$ cat config.mk
export PLATFORM = sky130hd
export DESIGN_NAME = iter_muldiv
export DESIGN_NICKNAME = d
export VERILOG_FILES = /design/src/rtl/iter_muldiv.sv
export SDC_FILE = /design/constraint.sdc
export NUM_CORES = 1
export LEC_CHECK = 0
export CAP_MARGIN = 20
export CELL_PAD_IN_SITES_DETAIL_PLACEMENT = 0
export CELL_PAD_IN_SITES_GLOBAL_PLACEMENT = 2
export CORE_ASPECT_RATIO = 1.75
export CORE_MARGIN = 4
export CORE_UTILIZATION = 30
export CTS_CLUSTER_DIAMETER = 40
export DETAILED_ROUTE_END_ITERATION = 10
export HOLD_SLACK_MARGIN = 0.06
export PLACE_DENSITY_LB_ADDON = 0.1
export SYNTH_ARGS = -nofsm -noshare
export SYNTH_HDL_FRONTEND = slang
export SYNTH_SLANG_ARGS = --single-unit
export TNS_END_PERCENT = 1
$ cat constraint.sdc
create_clock -name clk -period 12.05 [get_ports clk]
set_clock_uncertainty 0.1 [all_clocks]
set_input_delay 3.0125 -clock clk [delete_from_list [all_inputs] [get_ports clk]]
set_output_delay 3.0125 -clock clk [all_outputs]
set_load 0.01 [all_outputs]
$ cat src/rtl/iter_muldiv.sv
// Iterative multiply/divide unit beside the EX stage.
// MULT: radix-2 shift-add of operand magnitudes into a 2*WIDTH accumulator.
// DIV: restoring radix-2 division producing {remainder, quotient}.
// Both take WIDTH iterations. Signs are fixed up on the final iteration.
// Outputs are registered from the state, so ready_o rises one edge after
// the FSM enters StDone and falls one edge after it leaves.
module iter_muldiv #(
  parameter int unsigned WIDTH = 32,
  localparam int unsigned CNT_W = $clog2(WIDTH) + 1
) (
  input  logic               clk,
  input  logic               rst,
  input  logic               start_i,
  input  logic               annul_i,
  input  logic               op_i,
  input  logic               signed_i,
  input  logic [WIDTH-1:0]   opdata1_i,
  input  logic [WIDTH-1:0]   opdata2_i,
  output logic [2*WIDTH-1:0] result_o,
  output logic               ready_o,
  output logic               busy_o,
  output logic               div_by_zero_o
);

  typedef enum logic [1:0] {StIdle, StDzero, StRun, StDone} state_e;

  state_e state_q, state_d;

  logic               op_q;       // 0 = MULT, 1 = DIV
  logic               neg_lo_q;   // product / quotient must be negated
  logic               neg_hi_q;   // remainder must be negated
  logic               dz_flag_q;
  logic [WIDTH-1:0]   opnd_q;     // multiplicand or divisor magnitude
  logic [2*WIDTH-1:0] acc_q;      // working accumulator, holds the result in StDone
  logic [CNT_W-1:0]   cnt_q;

  logic [2*WIDTH-1:0] result_q, result_d;
  logic               ready_q, ready_d;
  logic               dzo_q, dzo_d;

  // Operand capture: magnitudes and sign bookkeeping
  logic             sign1, sign2;
  logic [WIDTH-1:0] mag1, mag2;
  logic             capture;
  logic             last_iter;

  assign sign1     = signed_i & opdata1_i[WIDTH-1];
  assign sign2     = signed_i & opdata2_i[WIDTH-1];
  // The most-negative value negates to itself, which is its correct unsigned magnitude.
  assign mag1      = sign1 ? -opdata1_i : opdata1_i;
  assign mag2      = sign2 ? -opdata2_i : opdata2_i;
  assign capture   = (state_q == StIdle) && start_i && !annul_i;
  assign last_iter = (cnt_q == CNT_W'(WIDTH - 1));

  // One iteration of each algorithm plus the sign-corrected final value
  logic [WIDTH:0]     mul_sum;
  logic [2*WIDTH-1:0] mul_next;
  logic [WIDTH:0]     rem_sh;
  logic [WIDTH+1:0]   div_diff;
  logic               div_borrow;
  logic [WIDTH-1:0]   div_rem;
  logic [2*WIDTH-1:0] div_next;
  logic [WIDTH-1:0]   quo_fix, rem_fix;
  logic [2*WIDTH-1:0] step_next, final_next;

  always_comb begin
    // MULT: add multiplicand into the high half when the multiplier LSB is set, shift right.
    mul_sum  = {1'b0, acc_q[2*WIDTH-1:WIDTH]} + {1'b0, (acc_q[0] ? opnd_q : '0)};
    mul_next = {mul_sum, acc_q[WIDTH-1:1]};

    // DIV: the shifted partial remainder needs WIDTH+1 bits; an extra bit catches the borrow.
    rem_sh     = acc_q[2*WIDTH-1:WIDTH-1];
    div_diff   = {1'b0, rem_sh} - {2'b00, opnd_q};
    div_borrow = div_diff[WIDTH+1];
    div_rem    = div_borrow ? rem_sh[WIDTH-1:0] : div_diff[WIDTH-1:0];
    div_next   = {div_rem, acc_q[WIDTH-2:0], ~div_borrow};

    quo_fix = neg_lo_q ? -div_next[WIDTH-1:0] : div_next[WIDTH-1:0];
    rem_fix = neg_hi_q ? -div_next[2*WIDTH-1:WIDTH] : div_next[2*WIDTH-1:WIDTH];

    step_next  = op_q ? div_next : mul_next;
    final_next = op_q ? {rem_fix, quo_fix} : (neg_lo_q ? -mul_next : mul_next);
  end

  // State register
  always_ff @(posedge clk) begin
    if (rst) begin
      state_q <= StIdle;
    end else begin
      state_q <= state_d;
    end
  end

  // Next-state logic
  always_comb begin
    state_d = state_q;
    unique case (state_q)
      StIdle: begin
        if (capture) begin
          state_d = (op_i && (opdata2_i == '0)) ? StDzero : StRun;
        end
      end
      StDzero: state_d = annul_i ? StIdle : StDone;
      StRun: begin
        if (annul_i) begin
          state_d = StIdle;
        end else if (last_iter) begin
          state_d = StDone;
        end
      end
      StDone: state_d = start_i ? StDone : StIdle;
      default: state_d = StIdle;
    endcase
  end

  // Datapath: capture in StIdle, iterate in StRun, hold in StDone
  always_ff @(posedge clk) begin
    if (rst) begin
      op_q      <= 1'b0;
      neg_lo_q  <= 1'b0;
      neg_hi_q  <= 1'b0;
      dz_flag_q <= 1'b0;
      opnd_q    <= '0;
      acc_q     <= '0;
      cnt_q     <= '0;
    end else begin
      unique case (state_q)
        StIdle: begin
          if (capture) begin
            op_q      <= op_i;
            neg_lo_q  <= sign1 ^ sign2;
            neg_hi_q  <= sign1;
            dz_flag_q <= 1'b0;
            opnd_q    <= op_i ? mag2 : mag1;
            acc_q     <= {{WIDTH{1'b0}}, (op_i ? mag1 : mag2)};
            cnt_q     <= '0;
          end
        end
        StDzero: begin
          acc_q     <= '0;
          dz_flag_q <= 1'b1;
        end
        StRun: begin
          acc_q <= last_iter ? final_next : step_next;
          cnt_q <= cnt_q + CNT_W'(1);
        end
        StDone: begin
          acc_q <= acc_q;
        end
        default: begin
          acc_q <= '0;
        end
      endcase
    end
  end

  // Output decode; busy also covers the cycle where the registered ready is draining
  always_comb begin
    ready_d  = (state_q == StDone);
    result_d = ready_d ? acc_q : '0;
    dzo_d    = ready_d & dz_flag_q;
    busy_o   = (state_q != StIdle) | ready_q;
  end

  // Output registers
  always_ff @(posedge clk) begin
    if (rst) begin
      ready_q  <= 1'b0;
      result_q <= '0;
      dzo_q    <= 1'b0;
    end else begin
      ready_q  <= ready_d;
      result_q <= result_d;
      dzo_q    <= dzo_d;
    end
  end

  assign ready_o       = ready_q;
  assign result_o      = result_q;
  assign div_by_zero_o = dzo_q;

endmodule

======== Word-level counts from Yosys, hierarchy flattened ========
Index checks and enable logic that the tools add are counted.
storage, ports and cells
  register bits after elaboration ......... 174
  bits in latches ......................... 0
  RAM bits ................................ 0
  memory bits (read-only) ................. 0
  input port bits ......................... 70
  word-level logic and storage cells ...... 72
  memories ................................ 0
cells by class
  $add $sub $neg .......................... 8
  multiply operators ...................... 0
  divide/modulo/power cells ............... 0
  $lt $le $gt $ge ......................... 0
  equal/unequal tests ..................... 6
  shift operators ......................... 0
  multiplexer cells ....................... 25
  bitwise operators ....................... 7
  reductions and logical operators ........ 15
operators by type and width
  kind                                                                    number
  64-bit two-way mux                                                      5
  32-bit two-way mux                                                      8
  64-bit one-hot mux with 3 select lines                                  1
  32-bit negator                                                          4
  64-bit negator                                                          1
  33-bit by 32-bit subtractor with 34-bit output                          1
  32-bit by 32-bit adder with 33-bit output                               1
  32-bit logical NOT                                                      1
  2-bit two-way mux                                                       6
  6-bit one-hot mux with 2 select lines                                   1
  2-bit AND reduction                                                     5
  2-bit one-hot mux with 4 select lines                                   1
  6-bit by 1-bit adder with 6-bit output (second input constant)          1
  6-bit by 5-bit equality test with 1-bit output (second input constant)  1
  6-bit two-way mux                                                       1
  2-bit nonzero test                                                      3
  2-bit equality test (second input constant)                             2
  1-bit bitwise AND                                                       3
  1-bit logical AND                                                       3
  3-bit inequality test (second input constant)                           1
  2-bit by 1-bit equality test with 1-bit output (second input constant)  1
  2-bit logical NOT                                                       1
  2-bit inequality test (second input constant)                           1
  1-bit NOT                                                               2
  6 further kinds                                                         6

======== Longest topological paths before layout ========
  depth in word-level cells ............... 7
  mapped depth ............................ 24
  depth with buffers taken out ............ 18

======== Least setup slack after synthesis ========
Ideal clock, no wire load.
  kind .................................... input to register
  start point ............................. input port opdata1_i[4]
  end point ............................... register acc_q[29]
  library setup time ...................... 0.086 ns
  arrival time ............................ 5.572 ns
  data required time ...................... 11.864 ns
  setup slack ............................. 6.292 ns
  stages .................................. 11
  buffers on the path ..................... 0
  cell sequence ........................... or4_1 -> nor4_1 -> nand3_1 -> nor4_1 -> nand2_1 -> o31ai_1 -> xnor2_1 -> nand2_1 -> o21ai_0 -> a22oi_1 -> a211oi_1
on the way
  word-level cells in the longest chain between the ends .. 5
ends and longest elaborated chain
  element                                 RTL line  source
  from (decl)                             17        input logic [WIDTH-1:0] opdata1_i,
  32-bit negator                          50        assign mag1 = sign1 ? -opdata1_i : opdata1_i;
  32-bit two-way mux                      50
  32-bit two-way mux                      135       acc_q <= {{WIDTH{1'b0}}, (op_i ? mag1 : mag2)};
  64-bit two-way mux                      129       if (capture) begin
  64-bit one-hot mux with 3 select lines  127       unique case (state_q)
  to (signal assigned)                    135
  to (signal assigned)                    144       acc_q <= last_iter ? final_next : step_next;
  to (signal assigned)                    148       acc_q <= acc_q;
  to (decl)                               34        logic [2*WIDTH-1:0] acc_q;
No other way between the ends. The select of a mux whose other input is x is not followed.
A chain may end at the register's enable or synchronous reset.

======== Worst setup path in the final report ========
  start point ............................. input port opdata1_i[2]
  end point ............................... register acc_q[29]
The elaborated chain is that of the path after synthesis.

==> flow_metrics.py <==
metrics = {
    "synthesis": {
        "synthCells": 2348,
        "synth_cell_types": 98,
        "ys_seq_area_share_pct": 20.8,
        "synth_area_mm2": 0.0167,
        "ys.flop_type": "dfxtp_1",
        "ys_top_cells_by_count": "263 x nor2_1, 236 x nand2_1, 232 x a21oi_1",
        "ys_ff_latch": 174,
        "synthMostInstantiatedCell": "nor2_1",
        "synthDominantCellAreaShare_pct": 20.8,
        "synth_top_cell_by_area": "dfxtp_1",
        "syn_avg_cell_area_um2": 7.12,
        "syn-num-nets": 2494,
        "synth_edf_count": 0,
        "async_flop_share_pct": 0,
        "synth_area_leaders": "dfxtp_1 21%, a21oi_1 6.9%, nor2_1 5.9%, xnor2_1 5.7%, ha_1 5.5%",
        "synth_warnings": 0,
    },
    "clocking": {
        "postCtsHoldBufs": 0,
        "cts_buffers": 17,
        "insertion_delay_ns": 0.48,
        "cts_resized": 0,
        "clk_pin_slew_worst_paths_ns": 0.08,
        "postCtsSetupBuffers": 0,
        "htree_levels": 4,
        "cts.sinks": 174,
        "root_buffer": "clkbuf_16",
        "cts_buffer_depth": 2,
        "tritoncts": "yes",
    },
    "drt": {
        "drt-total-wl_mm": 81.3,
        "wl_per_cell_um": 26.2,
        "route.vias.total": 18000,
        "antenna_left": 0,
        "drt-pass1-iter-count": 8,
        "drt_iter0_markers": 1095,
        "vias_per_cell": 5.81,
        "drc": 0,
    },
    "timing": {
        "drv_slew": 0,
        "min_period_ns": 6.18,
        "worst_slack_ns": 5.87,
        "slew_headroom_pct": 26.9,
        "setup-tns-final_ns": 0,
        "rsz0062_at_grt": "no",
        "tightest_slew_ns": 1.09,
        "setup_violations": 0,
        "hold_violations": 0,
        "max_freq_ghz": 0.162,
        "finalCritPeriodShare_pct": 51.3,
    },
    "placed_design": {
        "dp_hpwl_mm": 66.1,
        "dpl-instance-area_mm2": 0.0187,
        "io_buffers": 136,
        "gp_congestion": 0.896,
        "dp_cells": 3070,
        "dp_slack_ns": 5.39,
    },
    "power_and_ir_drop": {
        "power.leakage_nw": 7.29,
        "p_per_area_mw_per_mm2": 150,
        "ir_drop_uv": 124,
    },
    "worst_setup_path": {
        "slowest_stage": "nor4_1",
        "path_cells": "clkdlybuf4s50_1 > or4_1 > nor4_1 > nand3_1 > nor4_1 > buf_4 > nand2_1 > o31ai_1 > xnor2_1 > nand2_1 > o21ai_0 > a22oi_1 > a211oi_1",
        "endpoint_kind": "flip-flop",
        "critPathKind": "in -> reg",
        "cp_slowest_stage_delay_ns": 0.63,
        "worstPathMaxFanout": 5,
        "worstSetupStartpointType": "primary input",
        "cp_top_family": "simple AND/OR/NAND/NOR gates",
        "cp_data_required_time_ns": 12.34,
        "crit_buf_inv": 2,
        "arrival_ns": 6.47,
    },
    "run_status": {
        "status": "finished, final reports clean",
    },
    "cells_and_area": {
        "fin_cells": 3102,
        "diodes": 0,
        "fin_nets": 2539,
        "areaGrowthSynthToFinish_pct": 15.3,
        "final_cell_area_mm2": 0.0193,
        "layout-drive-gt1-share_pct": 5.44,
        "fin_util_pct": 34.9,
    },
    "die": {
        "rows": 114,
        "die-area_mm2": 0.0597,
        "die_h_um": 320,
        "io_pins": 137,
        "die_w_um": 186,
        "initial_core_util_pct": 30.3,
        "core_mm2": 0.0552,
    },
    "global_routing": {
        "overflow": 0,
        "track_usage_pct": 26.3,
        "antenna_found_initial": 0,
        "grt_pass1_vias": 18200,
        "grt_max_degree": 82,
        "grt_pass1_wl_mm": 117,
    },
    "worst_hold_path": {
        "hold_class": "reg -> reg",
    },
    "run": {
        "maxCapViolations": 0,
    },
}
==> worst paths after layout <==
check	startpoint	endpoint	slack, ns	cells after the start
hold reg to reg	opnd_q[6]	opnd_q[6]	0.35	2
setup reg to reg	acc_q[32]	acc_q[22]	6.31	18
setup / recovery	opdata1_i[2]	acc_q[29]	5.87	13
hold / removal	opnd_q[6]	opnd_q[6]	0.35	2
==> worst register-to-register path, cell delays in order (launching register included) <==
cell and delay (ns):
dfxtp_1 0.63, ha_1 0.32, nor2b_1 0.15, o2111ai_1 0.70, a2111oi_4 0.21, o31ai_4 0.56, nand3_2 0.17, inv_2 0.21
buf_4 0.43, ha_1 0.51, nand3_1 0.20, o31ai_1 0.46, a21oi_1 0.16, xnor2_1 0.17, nand2_1 0.09, o21ai_0 0.16
o221ai_1 0.24, o21ai_0 0.10, nor2_1 0.10
==> registers in the layout, indices dropped and copies added, names as in the netlist <==
signal,count
state_q,2
opnd_q,32
cnt_q,6
neg_hi_q,1
ready_o,1
div_by_zero_o,1
dz_flag_q,1
neg_lo_q,1
acc_q,64
result_o,64
op_q,1
==> cells in the final DEF (no fill, tap or decap), drive strengths merged, types with 24 or more instances in the layout <==
cell,n
mux2i,27
o211ai,58
nand4,24
buf,48
nor4,34
nand3,40
dfxtp,174
nor2,263
nor3,60
o21ai,149
a21o,29
inv,77
xor2,86
a211oi,46
a21oi,232
a31oi,28
and2,93
xnor2,108
clkdlybuf4s50,134
nand2,236
or3,28
o31ai,35
ha,74
==> logic make-up (layout without fill, tap and decap cells) <==
| group | after synthesis | after routing | synth area share (%) |
|---|---|---|---|
| xor gates and xnor gates | 194 | 194 | 10.2 |
| AOI/OAI and AO/OA | 760 | 760 | 29.9 |
| and+or+nand+nor | 885 | 885 | 26.0 |
| buffers and inverters | 228 | 286 | 5.31 |
| adders and majority gates | 76 | 76 | 5.78 |
| muxes | 31 | 31 | 1.95 |
| DFF | 174 | 174 | 20.8 |
==> per-layer routing <==
metal  up-vias  share of wire, %  routed length (um)  GRT usage (%)
met1      8564                32               26100           23.4
li1       8648                 -                   -              -
met2       562                53               43400           50.9
met4         0                12                9380           25.1
met3       246               2.9                2330           2.45
met5         -                 0                   0              0
==> layout make-up <==
class / count / area (um2)
fillers: 5950 / 35900
multi-input cells: 1946 / 12400
flip-flops and latches: 174 / 3490
repair buffers: 182 / 1700
well taps: 696 / 871
clock buffers: 18 / 429
inverters: 72 / 270
clock inverters: 14 / 148
==> per-stage QoR <==
stage	hold WS (ns)	total power, mW
final	0.353	2.89
after global routing	0.375	3.07
after global placement	0.342	2.33
after CTS	0.356	2.91
after detailed placement	0.347	2.32
after floorplan	0.330	1.79
==> power by group <==
group	leakage [nW]	total, mW	internal, mW	switching (mW)
Clock	0.276	0.575	0.276	0.299
Sequential	1.41	0.793	0.642	0.151
Combinational	5.60	1.52	0.504	1.02
Note: power is estimated with default switching activity, not from simulation.
